## config.mk

```make
export PLATFORM = sky130hd
export DESIGN_NAME = ecc_scrub_ctrl
export DESIGN_NICKNAME = d
export VERILOG_FILES = /design/src/rtl/ecc_scrub_pkg.sv /design/src/rtl/ecc_sat_counter.sv /design/src/rtl/ecc_scrub_ctrl.sv
export SDC_FILE = /design/constraint.sdc
export NUM_CORES = 1
export LEC_CHECK = 0
export CORE_MARGIN = 2
export CORE_UTILIZATION = 41
export CTS_BUF_LIST = sky130_fd_sc_hd__clkbuf_8
export CTS_CLUSTER_SIZE = 25
export DETAILED_ROUTE_END_ITERATION = 6
export PLACE_DENSITY_LB_ADDON = 0.1
export SYNTH_ARGS = -nofsm -noshare
export SYNTH_HDL_FRONTEND = slang
export SYNTH_SLANG_ARGS = --single-unit
```

## constraint.sdc

```tcl
create_clock -name clock -period 1.8 [get_ports clock]
set_input_delay 0.36 -clock clock [delete_from_list [all_inputs] [get_ports clock]]
set_output_delay 0.36 -clock clock [all_outputs]
set_load 0.02 [all_outputs]
```

## src/rtl/ecc_scrub_pkg.sv

```systemverilog
// Shared definitions for the ECC scrub controller: state encoding, default
// widths and the saturating-increment helper.
package ecc_scrub_pkg;

    localparam logic [1:0] ST_IDLE      = 2'd0;
    localparam logic [1:0] ST_CAPTURE   = 2'd1;
    localparam logic [1:0] ST_WRITEBACK = 2'd2;
    localparam logic [1:0] ST_VERIFY    = 2'd3;

    typedef enum logic [1:0] {
        S_IDLE      = ST_IDLE,
        S_CAPTURE   = ST_CAPTURE,
        S_WRITEBACK = ST_WRITEBACK,
        S_VERIFY    = ST_VERIFY
    } scrub_state_t;

    localparam int DEF_DATA_W     = 26;
    localparam int DEF_CNT_W      = 16;
    localparam int DEF_MAX_RETRY  = 3;
    localparam int DEF_VERIFY_LAT = 1;

    // Holds at max_val instead of wrapping; widths up to 64 bits.
    function automatic logic [63:0] sat_inc(input logic [63:0] val, input logic [63:0] max_val);
        return (val >= max_val) ? val : val + 64'd1;
    endfunction

endpackage

```

## src/rtl/ecc_sat_counter.sv

```systemverilog
// Saturating up-counter used for the scrub error and fix statistics.
module ecc_sat_counter
    import ecc_scrub_pkg::*;
#(
    parameter int CNT_W = DEF_CNT_W
) (
    input  logic             clock,
    input  logic             reset,
    input  logic             inc,
    output logic [CNT_W-1:0] out
);

    localparam logic [63:0] MAX_VAL = 64'({CNT_W{1'b1}});

    always_ff @(posedge clock or posedge reset) begin
        if (reset) begin
            out <= '0;
        end else if (inc) begin
            out <= CNT_W'(sat_inc(64'(out), MAX_VAL));
        end
    end

endmodule

```

## src/rtl/ecc_scrub_ctrl.sv

```systemverilog
// Scrub controller around a mem_with_ecc_N: writes corrected words back,
// verifies and retries. Optional ECC_SCRUB_THRESH_EN adds a sticky error-threshold alarm.
//
// state     | meaning
// ----------+--------------------------------------------------------
// IDLE      | watching reads for a flagged error; host owns write port
// CAPTURE   | corrected word latched; host write here aborts the scrub
// WRITEBACK | controller drives the write port with the captured word
// VERIFY    | waiting VERIFY_LAT cycles, then sampling mem_error
module ecc_scrub_ctrl
    import ecc_scrub_pkg::*;
#(
    parameter int DATA_W     = DEF_DATA_W,
    parameter int CNT_W      = DEF_CNT_W,
    parameter int MAX_RETRY  = DEF_MAX_RETRY,
    parameter int VERIFY_LAT = DEF_VERIFY_LAT
`ifdef ECC_SCRUB_THRESH_EN
    ,
    parameter int ERR_THRESH = 8
`endif
) (
    input  logic              clock,
    input  logic              reset,
    input  logic              rd_valid,
    input  logic [DATA_W-1:0] mem_data_out,
    input  logic              mem_error,
    input  logic              host_we,
    input  logic [DATA_W-1:0] host_data,
    output logic              host_stall,
    output logic              mem_we,
    output logic [DATA_W-1:0] mem_data_in,
    output logic              scrub_busy,
    output logic              scrub_done,
    output logic [CNT_W-1:0]  err_count,
    output logic [CNT_W-1:0]  fix_count,
    output logic              fail
`ifdef ECC_SCRUB_THRESH_EN
    ,
    output logic              thresh_alarm
`endif
);

    localparam int RETRY_W = $clog2(MAX_RETRY + 1);
    localparam int WAIT_W  = $clog2(VERIFY_LAT + 1);

    scrub_state_t        state;
    logic [DATA_W-1:0]   capture_q;
    logic [RETRY_W-1:0]  retry_q;
    logic [WAIT_W-1:0]   wait_q;
    logic                err_inc;
    logic                fix_inc;
    logic                verify_tc;

    assign err_inc   = (state == S_IDLE) && rd_valid && mem_error;
    // Last VERIFY cycle: mem_error now reflects the freshly written word.
    assign verify_tc = (state == S_VERIFY) && (wait_q == WAIT_W'(1));
    assign fix_inc   = verify_tc && !host_we && !mem_error;

    always_ff @(posedge clock or posedge reset) begin
        if (reset) begin
            state      <= S_IDLE;
            capture_q  <= '0;
            retry_q    <= '0;
            wait_q     <= '0;
            scrub_done <= 1'b0;
            fail       <= 1'b0;
        end else begin
            scrub_done <= 1'b0;
            case (state)
                S_IDLE: begin
                    // A simultaneous host write supersedes the faulty word.
                    if (rd_valid && mem_error && !host_we) begin
                        capture_q <= mem_data_out;
                        retry_q   <= '0;
                        state     <= S_CAPTURE;
                    end
                end
                S_CAPTURE: begin
                    state <= host_we ? S_IDLE : S_WRITEBACK;
                end
                S_WRITEBACK: begin
                    retry_q <= retry_q + RETRY_W'(1);
                    wait_q  <= WAIT_W'(VERIFY_LAT);
                    state   <= S_VERIFY;
                end
                S_VERIFY: begin
                    if (host_we) begin
                        state <= S_IDLE;
                    end else if (verify_tc) begin
                        if (!mem_error) begin
                            scrub_done <= 1'b1;
                            state      <= S_IDLE;
                        end else if (retry_q == RETRY_W'(MAX_RETRY)) begin
                            fail  <= 1'b1;
                            state <= S_IDLE;
                        end else begin
                            state <= S_WRITEBACK;
                        end
                    end else begin
                        wait_q <= wait_q - WAIT_W'(1);
                    end
                end
                default: state <= S_IDLE;
            endcase
        end
    end

    always_comb begin
        mem_we      = host_we;
        mem_data_in = host_data;
        host_stall  = 1'b0;
        if (state == S_WRITEBACK) begin
            mem_we      = 1'b1;
            mem_data_in = capture_q;
            host_stall  = host_we;
        end
    end

    assign scrub_busy = (state != S_IDLE);

    ecc_sat_counter #(.CNT_W(CNT_W)) u_err_cnt (
        .clock (clock),
        .reset (reset),
        .inc   (err_inc),
        .out   (err_count)
    );

    ecc_sat_counter #(.CNT_W(CNT_W)) u_fix_cnt (
        .clock (clock),
        .reset (reset),
        .inc   (fix_inc),
        .out   (fix_count)
    );

`ifdef ECC_SCRUB_THRESH_EN
    always_ff @(posedge clock or posedge reset) begin
        if (reset) begin
            thresh_alarm <= 1'b0;
        end else if (err_inc &&
                     (sat_inc(64'(err_count), 64'({CNT_W{1'b1}})) >= 64'(ERR_THRESH))) begin
            thresh_alarm <= 1'b1;
        end
    end
`endif

endmodule
```

==> flow_metrics.py <==
metrics = {
    "sta": {
        "fmax_mhz": 516,
        "setup_ws_ns": -0.139,
        "holdWs_ns": 0.478,
        "min_period_ns": 1.94,
        "fin_worst_skew_ns": 0.00765,
        "slew_violations": 0,
        "slew_headroom_pct": 77.1,
        "hold_viol_final": 0,
        "rsz0062_at_grt": "yes",
        "tightest_slew_ns": 0.342,
        "fin_crit_sh_pct": 108,
        "setup_viol": 26,
    },
    "placement": {
        "post-place-cells": 492,
        "numPortBuffers": 119,
        "place_area_um2": 4690,
        "place.gp.congestion": 0.794,
        "place_ws_ns": -0.227,
        "hpwl_um": 5250,
    },
    "synth": {
        "ys.flop_type": "dfrtp_1",
        "synth_top_area_share_pct": 50.5,
        "ys_ff_latch": 65,
        "synthesis.nets": 317,
        "netlist_area_um2": 3220,
        "async_reset_ff_share_pct": 100,
        "synth_area_leaders": "dfrtp_1 51%, mux2_2 19%, xnor2_1 3.5%",
        "ys_top_cells_by_count": "65 x dfrtp_1, 53 x mux2_2, 14 x nand2_1",
        "synthesis.area_per_instance_um2": 12.5,
        "ys.warnings.count": 0,
        "yosysMostFrequentCell": "dfrtp_1",
        "seq_area_frac_synth_pct": 50.5,
        "synth_area_leader_cell": "dfrtp_1",
        "syn_inst": 257,
        "synth_cell_type_count": 41,
        "synth_edf_count": 0,
    },
    "floorplan": {
        "row_count": 32,
        "fp.dieH_um": 92.6,
        "die_w_um": 92.6,
        "ioPinCount": 120,
        "core_um2": 7650,
        "die_area_um2": 8580,
        "start_util_pct": 42.1,
    },
    "clock_tree": {
        "cts.sink_count": 65,
        "clock_path_buffers": 2,
        "cts_tree": "built",
        "htreeDepth": 3,
        "root_buffer": "clkbuf_8",
        "clk_latency_ns": 0.33,
        "cts_made_buffers": 9,
        "clk_pin_slew_worst_paths_ns": 0.07,
        "hold_buffers": 0,
    },
    "final_layout": {
        "fillers": 593,
        "finish.net_count": 467,
        "drive_gt1_share_pct": 35.3,
        "multiInputGateArea_um2": 1560,
        "finalNonFillerCells": 513,
        "antenna_cells": 0,
        "syn2layout_area_growth_pct": 58.5,
        "ff_latch_area_um2": 1630,
        "fin_area_um2": 5100,
    },
    "drt": {
        "firstDrtPassIters": 4,
        "vias": 2548,
        "vias_per_cell": 4.97,
        "wl_per_cell_um": 14.7,
        "drtIter0Drc": 61,
        "wl_um": 7560,
        "drtAntennaViolNets": 0,
        "drc": 0,
    },
    "pwr": {
        "ir_worst_vdd_v": 0.000719,
        "p_leak_nw": 2.46,
        "power_density_nw_per_um2": 1360,
    },
    "worst_hold_path": {
        "hp-class": "in -> async",
    },
    "critical_path": {
        "crit_arrival_ns": 1.58,
        "crit_path_start_kind": "register",
        "crit_type": "reg -> out",
        "cp.required_ns": 1.44,
        "worstPathMaxFanout": 6,
        "end_kind": "output pin",
    },
    "global_route": {
        "antenna_found_initial": 0,
        "track_usage_pct": 18.0,
        "overflow": 0,
        "grt_pass1_vias": 2502,
        "grt_pass1_wl_um": 12100,
        "grt_max_degree": 66,
    },
    "run_status": {
        "violations": "setup timing",
        "outcome": "finished with violations",
    },
    "flow_run": {
        "cap_viol_max_count": 0,
    },
}
[state kept, by name (all words and copies together), names as in the netlist]
register	cells
retry_q	2
u_err_cnt.out	16
scrub_done	1
capture_q	26
u_fix_cnt.out	16
fail	1
wait_q	1
state	2
[routing by layer]
layer  track usage, %  vias to the layer above  share of wire [%]
met5                0                        -                  0
met4             6.00                        0                1.6
met3             6.35                        8                6.8
met2             29.4                       69                 49
met1             22.3                     1235                 43
li1                 -                     1236                  -
[final timing paths]
check,from,end,slack (ns),cells after the start
hold reg to reg,u_fix_cnt.out[11],u_fix_cnt.out[11],0.49,1
min in group clock,u_fix_cnt.out[11],u_fix_cnt.out[11],0.49,1
hold / removal,reset,u_fix_cnt.out[5],0.48,3
setup / recovery,state[0],mem_data_in[3],-0.14,5
setup reg to reg,state[1],u_err_cnt.out[12],0.13,5
max in group asynchronous,reset,u_err_cnt.out[13],1.06,3
[worst max-delay path, cell delays in order (launching register included)]
cell and delay, ns:
dfrtp_1 0.38, nand2b_4 0.17, buf_12 0.14, buf_16 0.13, mux2_4 0.29, buf_6 0.13
[cell usage in the layout, fill, tap and decap left out, types with 2 or more instances in the layout]
master	Yosys	routed
and4_1	4	4
nor2_1	5	3
o21ai_0	3	3
a21o_1	2	2
nor3_1	8	8
ha_1	3	3
xor2_1	13	13
buf_12	0	4
nand4_2	2	2
inv_1	5	4
nand3_1	11	11
clkdlybuf4s50_1	0	76
a21oi_1	5	5
clkbuf_8	0	13
nand2_1	14	13
xnor2_1	13	13
nand4_1	11	11
mux2_4	1	4
buf_4	0	19
buf_16	0	2
nor2b_1	2	2
dlymetal6s2s_1	0	7
dlygate4sd2_1	0	7
and3_1	9	8
buf_6	2	30
nor2_2	2	3
dfrtp_1	65	65
mux2_2	53	51
[logic make-up after synthesis]
| family | after synthesis | share of synthesized area (%) |
|---|---|---|
| buffers and inverters | 13 | 2.14 |
| and+or+nand+nor | 78 | 16.4 |
| muxes | 55 | 19.4 |
| AOI/OAI and AO/OA | 17 | 3.30 |
| adders and majority gates | 3 | 1.17 |
| DFF | 65 | 50.5 |
| xor gates and xnor gates | 26 | 7.07 |
[power by group]
part	switching, W	internal [W]	total (W)
Clock	0.000533	0.000782	0.00131
Combinational	0.00145	0.00200	0.00345
Sequential	0.000292	0.00189	0.00218
Total	0.00227	0.00467	0.00694
[repair_timing]
| item | CTS | global route |
|---|---|---|
| gates resized for setup | 183 | 17 |
| setup endpoints to repair | 36 | 36 |
| buffers inserted | 3 | 1 |
| cloned | 2 | 1 |
[stage by stage]
| step | power [W] | util [%] | setup TNS [ns] |
|---|---|---|---|
| finish | 0.00694 | 66.7 | -2.86 |
| global route | 0.00734 | 66.7 | -4.46 |
| CTS | 0.00691 | 65.9 | -3.41 |
| detailed placement | 0.00512 | 61.4 | -7.07 |
| global placement | 0.00507 | 61.4 | -5.95 |
| floorplan | 0.00382 | - | 0 |
[cell type report]
cell class / count / share of cell area, %
Clock buffer: 13 / 3.51
Clock inverter: 2 / 0.687
Inverter: 5 / 0.441
Multi-Input combinational cell: 179 / 30.5
Sequential cell: 65 / 31.9
Tap cell: 102 / 2.50
Timing Repair Buffer: 147 / 30.5
Power figures use the tool's default switching activity.
